### src/rtl/ball_motion_ctl_if.sv
// Bus between the Pong ball motion controller and its neighbours:
// serve/pause/paddle controls in, ball position and event pulses out.
interface ball_motion_ctl_if;
    logic        serve;
    logic        serve_dir;
    logic        pause;
    logic [1:0]  difficulty;
    logic [11:0] pad_l_ypos;
    logic [11:0] pad_r_ypos;
    logic [11:0] xpos;
    logic [11:0] ypos;
    logic        moving;
    logic        hit;
    logic        miss_l;
    logic        miss_r;
    logic [3:0]  speed_level;

    modport master (
        output serve, serve_dir, pause, difficulty, pad_l_ypos, pad_r_ypos,
        input  xpos, ypos, moving, hit, miss_l, miss_r, speed_level
    );
    modport slave (
        input  serve, serve_dir, pause, difficulty, pad_l_ypos, pad_r_ypos,
        output xpos, ypos, moving, hit, miss_l, miss_r, speed_level
    );
endinterface

### src/rtl/ball_motion_ctl.sv
// Two-paddle ball motion controller: steps the ball every `interval` clocks,
// bounces off walls and paddles, flags misses and speeds up after paddle hits.
module ball_motion_ctl #(
    parameter int          SCREEN_W       = 1024,
    parameter int          SCREEN_H       = 768,
    parameter int          BALL_SIZE      = 16,
    parameter int          PAD_W          = 10,
    parameter int          PAD_H          = 80,
    parameter int          PAD_L_X        = 60,
    parameter int          PAD_R_X        = 954,
    parameter logic [19:0] INTERVAL_START = 20'h80000,
    parameter logic [19:0] INTERVAL_MIN   = 20'h01000,
    parameter int          HITS_PER_STEP  = 4,
    parameter logic [19:0] SCORE_HOLD     = 20'hFFFFF
) (
    input  logic              pclk,
    input  logic              rst_n,
    ball_motion_ctl_if.slave  bus
);
    localparam logic [11:0] X0       = 12'((SCREEN_W - BALL_SIZE) / 2);
    localparam logic [11:0] Y0       = 12'((SCREEN_H - BALL_SIZE) / 2);
    localparam logic [11:0] XMAX     = 12'(SCREEN_W - BALL_SIZE);
    localparam logic [11:0] YMAX     = 12'(SCREEN_H - BALL_SIZE);
    localparam logic [11:0] BSZ      = 12'(BALL_SIZE);
    localparam logic [11:0] PADH     = 12'(PAD_H);
    localparam logic [11:0] PADL_HIT = 12'(PAD_L_X + PAD_W);
    localparam logic [11:0] PADR_HIT = 12'(PAD_R_X);
    localparam int          HCW      = $clog2(HITS_PER_STEP + 1);
    localparam logic [HCW-1:0] HPS   = HCW'(HITS_PER_STEP);

    typedef enum logic [1:0] {S_IDLE, S_MOVING, S_PAUSED, S_SCORED} state_t;

    state_t         r_state;
    logic [11:0]    r_xpos, r_ypos;
    logic           r_vx, r_vy;
    logic [19:0]    r_tick, r_ival, r_hold;
    logic [HCW-1:0] r_hits;
    logic [3:0]     r_level;
    logic           r_moving, r_hit, r_miss_l, r_miss_r;

    logic           w_step, w_miss_l, w_miss_r, w_hit_l, w_hit_r, w_hit;
    logic           w_vx_n, w_vy_n;
    logic [11:0]    w_x_n, w_y_n, w_ybot, w_xright;
    logic [19:0]    w_ival_sub, w_ival_new;
    logic [HCW-1:0] w_hits_inc;

    // Collision decisions look only at the pre-step position and direction.
    always_comb begin
        w_step   = (r_tick == r_ival - 20'd1);
        w_ybot   = r_ypos + BSZ;
        w_xright = r_xpos + BSZ;
        w_miss_l = !r_vx && (r_xpos == 12'd0);
        w_miss_r = r_vx && (r_xpos == XMAX);
        w_hit_l  = !r_vx && (r_xpos == PADL_HIT) &&
                   (w_ybot > bus.pad_l_ypos) && (r_ypos < bus.pad_l_ypos + PADH);
        w_hit_r  = r_vx && (w_xright == PADR_HIT) &&
                   (w_ybot > bus.pad_r_ypos) && (r_ypos < bus.pad_r_ypos + PADH);
        w_hit    = w_hit_l || w_hit_r;
        w_vy_n   = r_vy;
        if (r_ypos == 12'd0 && !r_vy)
            w_vy_n = 1'b1;
        else if (r_ypos == YMAX && r_vy)
            w_vy_n = 1'b0;
        w_vx_n   = w_hit_l ? 1'b1 : (w_hit_r ? 1'b0 : r_vx);
        w_x_n    = w_vx_n ? r_xpos + 12'd1 : r_xpos - 12'd1;
        w_y_n    = w_vy_n ? r_ypos + 12'd1 : r_ypos - 12'd1;
        w_hits_inc = r_hits + 1'b1;
        w_ival_sub = r_ival - (r_ival >> ({1'b0, bus.difficulty} + 3'd2));
        w_ival_new = (w_ival_sub < INTERVAL_MIN) ? INTERVAL_MIN : w_ival_sub;
    end

    always_ff @(posedge pclk) begin
        if (!rst_n) begin
            r_state  <= S_IDLE;
            r_xpos   <= X0;
            r_ypos   <= Y0;
            r_vx     <= 1'b0;
            r_vy     <= 1'b0;
            r_tick   <= '0;
            r_ival   <= INTERVAL_START;
            r_hold   <= '0;
            r_hits   <= '0;
            r_level  <= '0;
            r_moving <= 1'b0;
            r_hit    <= 1'b0;
            r_miss_l <= 1'b0;
            r_miss_r <= 1'b0;
        end else begin
            r_hit    <= 1'b0;
            r_miss_l <= 1'b0;
            r_miss_r <= 1'b0;
            case (r_state)
                S_IDLE: begin
                    r_xpos <= X0;
                    r_ypos <= Y0;
                    r_tick <= '0;
                    if (bus.serve) begin
                        r_state  <= S_MOVING;
                        r_moving <= 1'b1;
                        r_vx     <= bus.serve_dir;
                        r_vy     <= 1'b0;
                    end
                end
                S_MOVING: begin
                    if (bus.pause) begin
                        r_state <= S_PAUSED;
                    end else if (!w_step) begin
                        r_tick <= r_tick + 20'd1;
                    end else begin
                        r_tick <= '0;
                        if (w_miss_l || w_miss_r) begin
                            r_miss_l <= w_miss_l;
                            r_miss_r <= w_miss_r;
                            r_state  <= S_SCORED;
                            r_moving <= 1'b0;
                            r_hold   <= '0;
                        end else begin
                            r_vx   <= w_vx_n;
                            r_vy   <= w_vy_n;
                            r_xpos <= w_x_n;
                            r_ypos <= w_y_n;
                            r_hit  <= w_hit;
                            if (w_hit) begin
                                if (w_hits_inc == HPS) begin
                                    r_hits <= '0;
                                    r_ival <= w_ival_new;
                                    if (r_level != 4'hF)
                                        r_level <= r_level + 4'd1;
                                end else begin
                                    r_hits <= w_hits_inc;
                                end
                            end
                        end
                    end
                end
                S_PAUSED: begin
                    if (!bus.pause)
                        r_state <= S_MOVING;
                end
                S_SCORED: begin
                    // Speed state resets on the same edge the ball returns home.
                    if (r_hold == SCORE_HOLD - 20'd1) begin
                        r_state <= S_IDLE;
                        r_xpos  <= X0;
                        r_ypos  <= Y0;
                        r_ival  <= INTERVAL_START;
                        r_hits  <= '0;
                        r_level <= '0;
                    end else begin
                        r_hold <= r_hold + 20'd1;
                    end
                end
                default: r_state <= S_IDLE;
            endcase
        end
    end

    assign bus.xpos        = r_xpos;
    assign bus.ypos        = r_ypos;
    assign bus.moving      = r_moving;
    assign bus.hit         = r_hit;
    assign bus.miss_l      = r_miss_l;
    assign bus.miss_r      = r_miss_r;
    assign bus.speed_level = r_level;
endmodule

### src/flat_wrapper.sv
// flat-port wrapper written by rule: the top's interface ports become plain ports
module ball_motion_ctl_flat 
#(
    parameter int          SCREEN_W       = 1024,
    parameter int          SCREEN_H       = 768,
    parameter int          BALL_SIZE      = 16,
    parameter int          PAD_W          = 10,
    parameter int          PAD_H          = 80,
    parameter int          PAD_L_X        = 60,
    parameter int          PAD_R_X        = 954,
    parameter logic [19:0] INTERVAL_START = 20'h80000,
    parameter logic [19:0] INTERVAL_MIN   = 20'h01000,
    parameter int          HITS_PER_STEP  = 4,
    parameter logic [19:0] SCORE_HOLD     = 20'hFFFFF
)
  (pclk, rst_n, bus_serve, bus_serve_dir, bus_pause, bus_difficulty, bus_pad_l_ypos, bus_pad_r_ypos, bus_xpos, bus_ypos, bus_moving, bus_hit, bus_miss_l, bus_miss_r, bus_speed_level);
  ball_motion_ctl_if bus_i ();
  input  logic pclk;
  input  logic rst_n;
  input wire logic [$bits(bus_i.serve)-1:0] bus_serve;
  input wire logic [$bits(bus_i.serve_dir)-1:0] bus_serve_dir;
  input wire logic [$bits(bus_i.pause)-1:0] bus_pause;
  input wire logic [$bits(bus_i.difficulty)-1:0] bus_difficulty;
  input wire logic [$bits(bus_i.pad_l_ypos)-1:0] bus_pad_l_ypos;
  input wire logic [$bits(bus_i.pad_r_ypos)-1:0] bus_pad_r_ypos;
  output wire logic [$bits(bus_i.xpos)-1:0] bus_xpos;
  output wire logic [$bits(bus_i.ypos)-1:0] bus_ypos;
  output wire logic [$bits(bus_i.moving)-1:0] bus_moving;
  output wire logic [$bits(bus_i.hit)-1:0] bus_hit;
  output wire logic [$bits(bus_i.miss_l)-1:0] bus_miss_l;
  output wire logic [$bits(bus_i.miss_r)-1:0] bus_miss_r;
  output wire logic [$bits(bus_i.speed_level)-1:0] bus_speed_level;
  assign bus_i.serve = bus_serve;
  assign bus_i.serve_dir = bus_serve_dir;
  assign bus_i.pause = bus_pause;
  assign bus_i.difficulty = bus_difficulty;
  assign bus_i.pad_l_ypos = bus_pad_l_ypos;
  assign bus_i.pad_r_ypos = bus_pad_r_ypos;
  assign bus_xpos = bus_i.xpos;
  assign bus_ypos = bus_i.ypos;
  assign bus_moving = bus_i.moving;
  assign bus_hit = bus_i.hit;
  assign bus_miss_l = bus_i.miss_l;
  assign bus_miss_r = bus_i.miss_r;
  assign bus_speed_level = bus_i.speed_level;
  ball_motion_ctl #(.SCREEN_W(SCREEN_W), .SCREEN_H(SCREEN_H), .BALL_SIZE(BALL_SIZE), .PAD_W(PAD_W), .PAD_H(PAD_H), .PAD_L_X(PAD_L_X), .PAD_R_X(PAD_R_X), .INTERVAL_START(INTERVAL_START), .INTERVAL_MIN(INTERVAL_MIN), .HITS_PER_STEP(HITS_PER_STEP), .SCORE_HOLD(SCORE_HOLD)) u_core (.pclk(pclk), .rst_n(rst_n), .bus(bus_i));
endmodule
### config.mk
export PLATFORM = sky130hd
export DESIGN_NAME = ball_motion_ctl_flat
export DESIGN_NICKNAME = d
export VERILOG_FILES = /design/src/rtl/ball_motion_ctl_if.sv /design/src/rtl/ball_motion_ctl.sv /design/src/flat_wrapper.sv
export SDC_FILE = /design/constraint.sdc
export NUM_CORES = 1
export LEC_CHECK = 0
export ABC_AREA = 1
export BUFFER_PORTS_ARGS = -buffer_cell sky130_fd_sc_hd__buf_2
export CORE_UTILIZATION = 60
export CTS_CLUSTER_SIZE = 14
export DETAILED_ROUTE_END_ITERATION = 7
export PLACE_DENSITY_LB_ADDON = 0.25
export SYNTH_ARGS = -nofsm -noshare
export SYNTH_HDL_FRONTEND = slang
export SYNTH_SLANG_ARGS = --single-unit
### constraint.sdc
create_clock -name pclk -period 5.2 [get_ports pclk]
set_input_delay 0 -clock pclk [delete_from_list [all_inputs] [get_ports pclk]]
set_output_delay 0 -clock pclk [all_outputs]
set_load 0.005 [all_outputs]
==> results.json <==
{
  "status": "finished, final reports clean",
  "ant_nets": 0,
  "grt_pass1_wl_mm": 43.9,
  "setup_viol_count_final": 0,
  "synth_top_flop_cell": "dfxtp_1",
  "port_buffers": 62,
  "yosysSeqAreaShare_pct": 19.6,
  "fin_hold_ws_ns": 0.00296,
  "grt_overflow": 0,
  "p_leak_nw": 5.10,
  "power_frac_clock_pct": 16.4,
  "p_comb_share_pct": 61.0,
  "max_cap_violations": 0,
  "cts_tree": "yes",
  "path_max_fanout": 12,
  "yosysUniqueCellTypes": 47,
  "sw_frac_of_total_pct": 50.5,
  "cts-root-buf": "clkbuf_16",
  "numCtsBuffers": 9,
  "viasPerCell": 5.52,
  "clk_latency_ns": 0.36,
  "irDropWorstVdd_mv": 0.260,
  "p_int_mw": 2.14,
  "final_cell_mix": "nand2_1, inv_1, nor2_1",
  "tightest_slew_ns": 0.706,
  "crit_path_end_kind": "flop",
  "critPathLaunchType": "flop",
  "drc": 0,
  "power.density_nw_per_um2": 399,
  "fillers": 1583,
  "die_height_microns": 132,
  "grt_setup_unrepaired": "no",
  "finClkSkew_ns": 0.0106,
  "switchingPower_mw": 2.18,
  "gp_routability_congestion": 0.955,
  "netlist_instances": 1620,
  "cts_setup_buffers": 0,
  "via_count": 10392,
  "avgSynthCellArea_sq_um": 6.25,
  "finalCritPeriodShare_pct": 92.7,
  "async_flop_share_pct": 0,
  "slew_violations": 0,
  "antenna_cells": 0,
  "layout-drive-gt1-share_pct": 9.81,
  "clockBufferDepth": 2,
  "fmax_mhz": 208,
  "die_area_sq_um": 17400,
  "worstPathArrival_ns": 5.04,
  "dp_cells": 1864,
  "synth_edf_count": 0,
  "synth_seq_cells": 99,
  "initial_core_util_pct": 61.2,
  "synth_warnings": 0,
  "tns_ns": 0,
  "slew_headroom_pct": 52.8,
  "fin_nets": 1780,
  "clk_pin_slew_ns": 0.07,
  "antenna_found_initial": 0,
  "area_growth_syn_to_layout_pct": 7.03,
  "syn_area_sq_um": 10100,
  "gr-usage-all-layers_pct": 30.4,
  "hold_class": "primary input to flop",
  "grt_pass1_vias": 9178,
  "wl_mm": 26.3,
  "period_needed_ns": 4.82,
  "first_pass_iters": 7,
  "fin_cells": 1882,
  "place_hpwl_mm": 20.3,
  "critPathKind": "flop to flop",
  "finalHoldViolations": 0,
  "num_io_pins": 63,
  "grt_max_degree": 36,
  "drtIter0Drc": 730,
  "htree_levels": 3,
  "core_area_sq_um": 16500,
  "final_common_cell": "nand2_1",
  "cts_sinks": 99,
  "wl_per_cell_microns": 14.0,
  "die_x_microns": 132,
  "row_count": 47,
  "p_seq_share_pct": 22.7,
  "crit_required_ns": 5.42,
  "syn-num-nets": 1743
}
critical path, stage by stage, from the launching register on:
cell,delay (ns)
dfxtp_1,0.47
inv_1,0.16
nor3_1,0.32
nand3_1,0.17
nor2_1,0.13
nand2_1,0.08
xor2_1,0.18
ha_1,0.32
nand4_1,0.13
nor2_1,0.12
nand2_1,0.07
nand3_1,0.08
nand4_1,0.27
nand2_1,0.28
clkinvlp_4,0.30
ha_1,0.45
a21oi_1,0.23
o21ai_0,0.13
a21oi_1,0.21
o21ai_0,0.11
a21oi_1,0.17
xor2_1,0.09
o21ai_1,0.12
nand3_1,0.08
cell families after synthesis:
kind of cell | synth area share, %
compound gates | 13.6
xor+xnor | 7.62
buf+inv | 10.1
simple gates | 37.4
mux | 0.0989
flops | 19.6
fa+ha+maj | 11.6
layer usage:
| metal | GRT usage (%) | vias to the layer above | part of all wire (%) |
|---|---|---|---|
| li1 | - | 5342 | - |
| met1 | 42.8 | 4716 | 48 |
| met5 | 0 | - | 0 |
| met4 | 7.62 | 0 | 1.4 |
| met3 | 3.88 | 29 | 6.1 |
| met2 | 48.9 | 305 | 45 |
layout make-up:
type                            instances  area [sq um]  area share (%)
Multi-Input combinational cell       1271          7120            65.7
Tap cell                              220           275            2.54
Sequential cell                        99          1980            18.3
Clock buffer                           10           239            2.21
Clock inverter                          6          70.1           0.647
Timing Repair Buffer                   68           360            3.33
Inverter                              208           785            7.24
state kept, by name (all words and copies together) (netlist names):
name / flops
u_core.r_hold: 20
u_core.r_ival: 20
u_core.r_tick: 20
u_core.bus.xpos: 12
u_core.bus.ypos: 12
u_core.bus.speed_level: 4
u_core.r_hits: 3
u_core.r_state: 2
u_core.bus.hit: 1
u_core.bus.miss_l: 1
u_core.bus.miss_r: 1
u_core.bus.moving: 1
u_core.r_vx: 1
u_core.r_vy: 1
power groups by stage:
stage          sequential [mW]  combinational, mW  clock, mW
2_1_floorplan            0.931               2.13          0
3_3_place_gp             0.991               2.53          0
3_5_place_dp             0.990               2.57          0
4_1_cts                  0.974               2.59      0.717
5_1_grt                  0.990               2.99      0.746
6_report                 0.981               2.64      0.709
stage by stage:
step	total power, mW	util, %	worst slack [ns]	cell area (sq um)
after floorplan	3.06	-	1.22	10100
after global placement	3.52	63.5	0.665	10500
after detailed placement	3.56	63.5	0.513	10500
after CTS	4.29	65.5	0.491	10800
after global routing	4.73	65.6	0.00605	10800
final	4.33	65.6	0.381	10800
final timing paths:
kind / from / endpoint / slack (ns) / cells past startpoint
max: u_core.bus.ypos[4] / u_core.bus.xpos[8] / 0.38 / 23
min: bus_serve_dir / u_core.r_vx / 0.003 / 5
max reg2reg: u_core.bus.ypos[4] / u_core.bus.xpos[8] / 0.38 / 23
min reg2reg: u_core.r_vy / u_core.r_vy / 0.51 / 2
Yosys cell counts (all sizes together), types with 4 or more instances:
| library cell | n | area (sq um) |
|---|---|---|
| nand2 | 438 | 1730 |
| inv | 208 | 781 |
| nor2 | 185 | 810 |
| a21oi | 124 | 692 |
| nand3 | 115 | 608 |
| dfxtp | 99 | 1980 |
| ha | 89 | 1110 |
| o21ai | 87 | 450 |
| xor2 | 73 | 639 |
| nor3 | 45 | 225 |
| nand4 | 33 | 213 |
| clkbuf | 25 | 95.1 |
| buf | 17 | 141 |
| xnor2 | 15 | 131 |
| nand3b | 10 | 75.1 |
| o21bai | 9 | 67.6 |
| nor4 | 8 | 50.1 |
| or2 | 5 | 31.3 |
| a211oi | 4 | 30.0 |
| a31oi | 4 | 25.0 |
| nor3b | 4 | 30.0 |
| o211ai | 4 | 30.0 |
| o21a | 4 | 30.0 |
| o22ai | 4 | 25.0 |
timing repair:
| action | 4_1_cts | 5_1_grt |
|---|---|---|
| resized for setup | 0 | 1 |
| hold buffers | 2 | 0 |
| endpoints found under the setup margin | 0 | 2 |
| hold endpoints to repair | 2 | 0 |
No activity file was read; power rests on OpenSTA's default activity.
